--- config.mk ---
export PLATFORM = sky130hd
export DESIGN_NAME = uart_sipo_rx
export DESIGN_NICKNAME = d
export VERILOG_FILES = /design/src/rtl/uart_sipo_rx.sv
export SDC_FILE = /design/constraint.sdc
export NUM_CORES = 1
export LEC_CHECK = 0
export CELL_PAD_IN_SITES_DETAIL_PLACEMENT = 1
export CELL_PAD_IN_SITES_GLOBAL_PLACEMENT = 1
export CORE_UTILIZATION = 30
export CTS_CLUSTER_DIAMETER = 200
export DETAILED_ROUTE_END_ITERATION = 8
export PLACE_DENSITY_LB_ADDON = 0.15
export SLEW_MARGIN = 40
export SYNTH_ARGS = -nofsm -noshare
export SYNTH_HDL_FRONTEND = slang
export SYNTH_SLANG_ARGS = --single-unit
--- constraint.sdc ---
create_clock -name baud_clk -period 2.2 [get_ports baud_clk]
set_input_delay 0.44 -clock baud_clk [delete_from_list [all_inputs] [get_ports baud_clk]]
set_output_delay 0.44 -clock baud_clk [all_outputs]
set_load 0.02 [all_outputs]
--- src/rtl/uart_sipo_rx.sv ---
// UART receive deserializer: 2-flop line synchronizer, mid-bit sampling of start,
// LSB-first data, optional odd/even parity and stop, with one-cycle completion pulse.
//
// state  | meaning
// IDLE   | line idle, waiting for rx_s low (only once the line has been seen high)
// START  | counting to mid start bit, then confirming or rejecting it
// DATA   | sampling DATA_BITS data bits, one per bit period
// PARITY | sampling the parity bit (only when parity enabled for this frame)
// STOP   | sampling the stop bit, then publishing the frame
module uart_sipo_rx #(
  parameter int OVERSAMPLE = 16,
  parameter int DATA_BITS  = 8
) (
  input  logic                 baud_clk,
  input  logic                 reset,
  input  logic                 data_rx,
  input  logic [1:0]           parity_type,
  output logic [DATA_BITS-1:0] data_out,
  output logic                 active_flag,
  output logic                 done_flag,
  output logic                 parity_error,
  output logic                 stop_error
);

  localparam int TW = $clog2(OVERSAMPLE);
  localparam int BW = $clog2(DATA_BITS + 1);
  localparam logic [TW-1:0] TICK_MID  = TW'(OVERSAMPLE / 2 - 2);
  localparam logic [TW-1:0] TICK_LAST = TW'(OVERSAMPLE - 1);
  localparam logic [BW-1:0] BIT_LAST  = BW'(DATA_BITS - 1);

  typedef enum logic [2:0] {IDLE, START, DATA, PARITY, STOP} state_t;

  state_t               state, state_nx;
  logic                 sync_q1, rx_s;
  logic [TW-1:0]        tick;
  logic [BW-1:0]        bit_idx;
  logic [DATA_BITS-1:0] shreg;
  logic                 par_en, par_odd, par_acc;
  logic                 armed;
  logic                 tick_clr, sample;

  always_ff @(posedge baud_clk) begin
    if (reset) state <= IDLE;
    else       state <= state_nx;
  end

  always_comb begin
    state_nx = state;
    tick_clr = 1'b0;
    sample   = 1'b0;
    unique case (state)
      IDLE: begin
        tick_clr = 1'b1;
        if (!rx_s && armed) state_nx = START;
      end
      START: begin
        if (tick == TICK_MID) begin
          sample   = 1'b1;
          tick_clr = 1'b1;
          state_nx = rx_s ? IDLE : DATA;
        end
      end
      DATA: begin
        if (tick == TICK_LAST) begin
          sample   = 1'b1;
          tick_clr = 1'b1;
          if (bit_idx == BIT_LAST) state_nx = par_en ? PARITY : STOP;
        end
      end
      PARITY: begin
        if (tick == TICK_LAST) begin
          sample   = 1'b1;
          tick_clr = 1'b1;
          state_nx = STOP;
        end
      end
      STOP: begin
        if (tick == TICK_LAST) begin
          sample   = 1'b1;
          tick_clr = 1'b1;
          state_nx = IDLE;
        end
      end
      default: state_nx = IDLE;
    endcase
  end

  assign active_flag = (state != IDLE);

  always_ff @(posedge baud_clk) begin
    if (reset) begin
      sync_q1      <= 1'b1;
      rx_s         <= 1'b1;
      tick         <= '0;
      bit_idx      <= '0;
      shreg        <= '0;
      par_en       <= 1'b0;
      par_odd      <= 1'b0;
      par_acc      <= 1'b0;
      armed        <= 1'b1;
      data_out     <= '0;
      done_flag    <= 1'b0;
      parity_error <= 1'b0;
      stop_error   <= 1'b0;
    end else begin
      sync_q1   <= data_rx;
      rx_s      <= sync_q1;
      tick      <= tick_clr ? '0 : tick + 1'b1;
      done_flag <= 1'b0;
      if (rx_s) armed <= 1'b1;
      if (sample) begin
        unique case (state)
          START: begin
            if (!rx_s) begin
              par_en  <= (parity_type == 2'b01) || (parity_type == 2'b10);
              par_odd <= (parity_type == 2'b01);
              bit_idx <= '0;
              par_acc <= 1'b0;
            end
          end
          DATA: begin
            shreg   <= {rx_s, shreg[DATA_BITS-1:1]};
            par_acc <= par_acc ^ rx_s;
            bit_idx <= bit_idx + 1'b1;
          end
          PARITY: par_acc <= par_acc ^ rx_s;
          STOP: begin
            data_out     <= shreg;
            done_flag    <= 1'b1;
            parity_error <= par_en & (par_odd ? ~par_acc : par_acc);
            stop_error   <= ~rx_s;
            // a low stop bit means a break/stuck line: wait for high before re-arming
            if (!rx_s) armed <= 1'b0;
          end
          default: ;
        endcase
      end
    end
  end

endmodule

==> metrics.txt <==
Die H between 70 and 80 um; Routed WL ~3.4 mm; setup_tns 0 ns; vias ~1300; combinational power share 3.2%; Bufs on Longest Clock Path 2; share of the yosys chip area belonging to registers approximately 46%; Crit Path Class reg2out; Post-CTS Hold Buffers 0; Net Sw Frac a little under a quarter; Fin. Hold Viols 0; row count 25; total core area ~0.0048 mm^2; Pwr per Cell Area 619 mW/mm^2; Tightest Pin Transition approximately 0.51 ns; YS warnings 0; Num CTS Buffers 5; Final Max Tran Viols 0; crit path buf inv count 1; io pins 17; Total GRT Usage between 10% and 20%; ANT nets after route 0; slowest stage delay, CP 0.60 ns; Non-Filler Instances approximately 270; Arr. time, crit path about 1.6 ns; initial antenna violation count 0; Vias/cell around 4.8; largest net degree at the start of global routing 26; DR iter-0 viols 37; flops & latches, synth 36; internal power slightly below 0.9 mW; Root Driver clkbuf_8; Finish-stage setup viols 0; LEAKAGE between 0.6 and 0.7 nW; Die Area 0.00548 mm^2; post-synthesis cell count between 150 and 200; fin crit share 94.7%; worst IR drop on VDD about 0.00035 V; Die Span X approximately 74 um; GP Congestion ~0.87; synth top area cells dfxtp_1 46%, nand2_1 7.2%, a21oi_1 7.1%, nand3_1 4.2%, ha_1 3.2%; Clock Skew approximately 0.0063 ns; WL per Instance 12.8 um; synth unique cells 39; kind of cell adding the most delay to the critical path buffers and inverters; Flop pwr share between 50% and 60%; CP startpoint kind register; worst setup margin between 0.1 and 0.15 ns; Antenna Diode Count 0; min Tclk post-route 2.08 ns; Post-synth top cells 36 x dfxtp_1, 30 x nand2_1, 22 x a21oi_1; total grt overflow 0; CP max FO 13; worst skew pair latency between 0.2 and 0.3 ns; Place WS around 0.44 ns; post-synth top area cell dfxtp_1; area grow syn2layout 20.9%; first-pass GRT wire length 6.00 mm; Syn Area/Cell just under 9 um^2; area of the mapped netlist approximately 0.0016 mm^2; CP Cell Sequence or3_1 -> clkdlybuf4s50_1; Crit. End Element output port; initial core utilization between 30% and 40%; Main synth FF type dfxtp_1; CTS clk-pin slew, worst paths 0.08 ns; CTS sink count 36; top-area cell type share of the netlist area 46.3%; Crit path required time 1.76 ns; Worst slew margin 65.7%; placed insts between 200 and 300; syn_nets between 150 and 200; DRT Pass-1 Iters 4; I/O Buffers 16; layout cells sized above 1 12.5%; asr flop ratio synth 0%; residual DRC count 0; fmax 480 MHz; Critical Path Slowest Stage Cell clkdlybuf4s50_1; final net count 208; vias in the first global route between 1000 and 1500; outcome finished clean; count leader, synth dfxtp_1; Switch Pwr ~0.27 mW; Resize count post-CTS 0; DP Wirelength 2.52 mm; CTS H-tree depth 2; Post-synth EDFFs 0; Clock power frac 40.1%; postcts setup bufs 0; RSZ-0062 raised after global routing no; Max-Cap Viols 0; CTS tree built; Hold WC Path Type reg2reg
==> power by group through the flow <==
stage	Clock [mW]	Combinational [mW]	Sequential (mW)
3_3_place_gp	0	0.0378	0.675
6_report	0.467	0.0378	0.660
3_5_place_dp	0	0.0387	0.676
5_1_grt	0.517	0.0424	0.661
4_1_cts	0.486	0.0388	0.660
2_1_floorplan	0	0.0264	0.672
==> worst paths after layout <==
path | from | end | slack, ns | cells after the start
max | state[1]$_SDFFE_PP0P_ | active_flag | 0.12 | 2
min | sync_q1$_SDFF_PP1_ | rx_s$_SDFF_PP1_ | 0.42 | 1
max reg2reg | state[1]$_SDFFE_PP0P_ | stop_error$_SDFFE_PP0P_ | 0.45 | 4
min reg2reg | sync_q1$_SDFF_PP1_ | rx_s$_SDFF_PP1_ | 0.42 | 1
==> logic make-up (layout without fill, tap and decap cells) <==
kind of cell,count (synthesis),count (layout),share of synthesized area [%]
muxes,3,3,1.93
AOI/OAI and AO/OA,36,36,14.0
and+or+nand+nor,80,80,26.8
adders and majority gates,4,4,3.22
buffers and inverters,16,36,4.98
DFF,36,36,46.3
xor gates and xnor gates,5,5,2.81
==> layer usage <==
layer  part of all wire [%]  vias up  GRT usage, %  wire (um)
li1                       -      655             -          -
met1                     49      601          19.4       1670
met2                     46       15          22.9       1580
met3                    3.9        4          4.88        134
met4                   0.88        0          4.49         30
met5                      0        -             0          0
==> cell usage in the layout (no fill, tap or decap), types with 2 or more instances in the layout <==
master           netlist  final
buf_4                  0      7
o21ai_0                4      4
xnor2_1                3      3
nor2_1                10     10
a21oi_1               22     22
dfxtp_1               36     36
clkinv_2               0      2
nand3b_1               2      2
ha_1                   4      4
nand2b_1               2      2
and3b_1                2      2
xor2_1                 2      2
nand3_1               13     13
or2_2                  3      3
nand4_1                2      2
nor2_2                 2      2
clkdlybuf4s50_1        0     16
or3b_4                 2      2
nor3b_1                3      3
a211oi_1               2      2
clkbuf_8               0      5
nor3_1                 3      3
mux2i_1                3      3
inv_1                  5      5
nand2_1               30     30
==> metrics by stage <==
| step | util, % | hold WS [ns] | instance area (um^2) | power [mW] |
|---|---|---|---|---|
| after CTS | 38.8 | 0.420 | 1880 | 1.18 |
| after global routing | 38.8 | 0.445 | 1880 | 1.22 |
| after floorplan | - | 0.389 | 1560 | 0.698 |
| after global placement | 37.0 | 0.394 | 1790 | 0.713 |
| final | 38.8 | 0.416 | 1880 | 1.16 |
| after detailed placement | 37.0 | 0.400 | 1790 | 0.714 |
==> cell type report <==
type	instances	area, um^2
fillers	580	2970
multi-input cells	128	758
flip-flops and latches	36	721
repair buffers	23	213
well taps	67	83.8
clock buffers	5	68.8
clock inverters	3	18.8
inverters	5	18.8
==> registers in the layout, indices dropped and copies added, names as in the netlist <==
signal and flops:
data_out 8, shreg 8, bit_idx 4, tick 4
state 3, armed 1, done_flag 1, par_acc 1
par_en 1, par_odd 1, parity_error 1, rx_s 1
stop_error 1, sync_q1 1
Note: power is estimated with default switching activity, not from simulation.
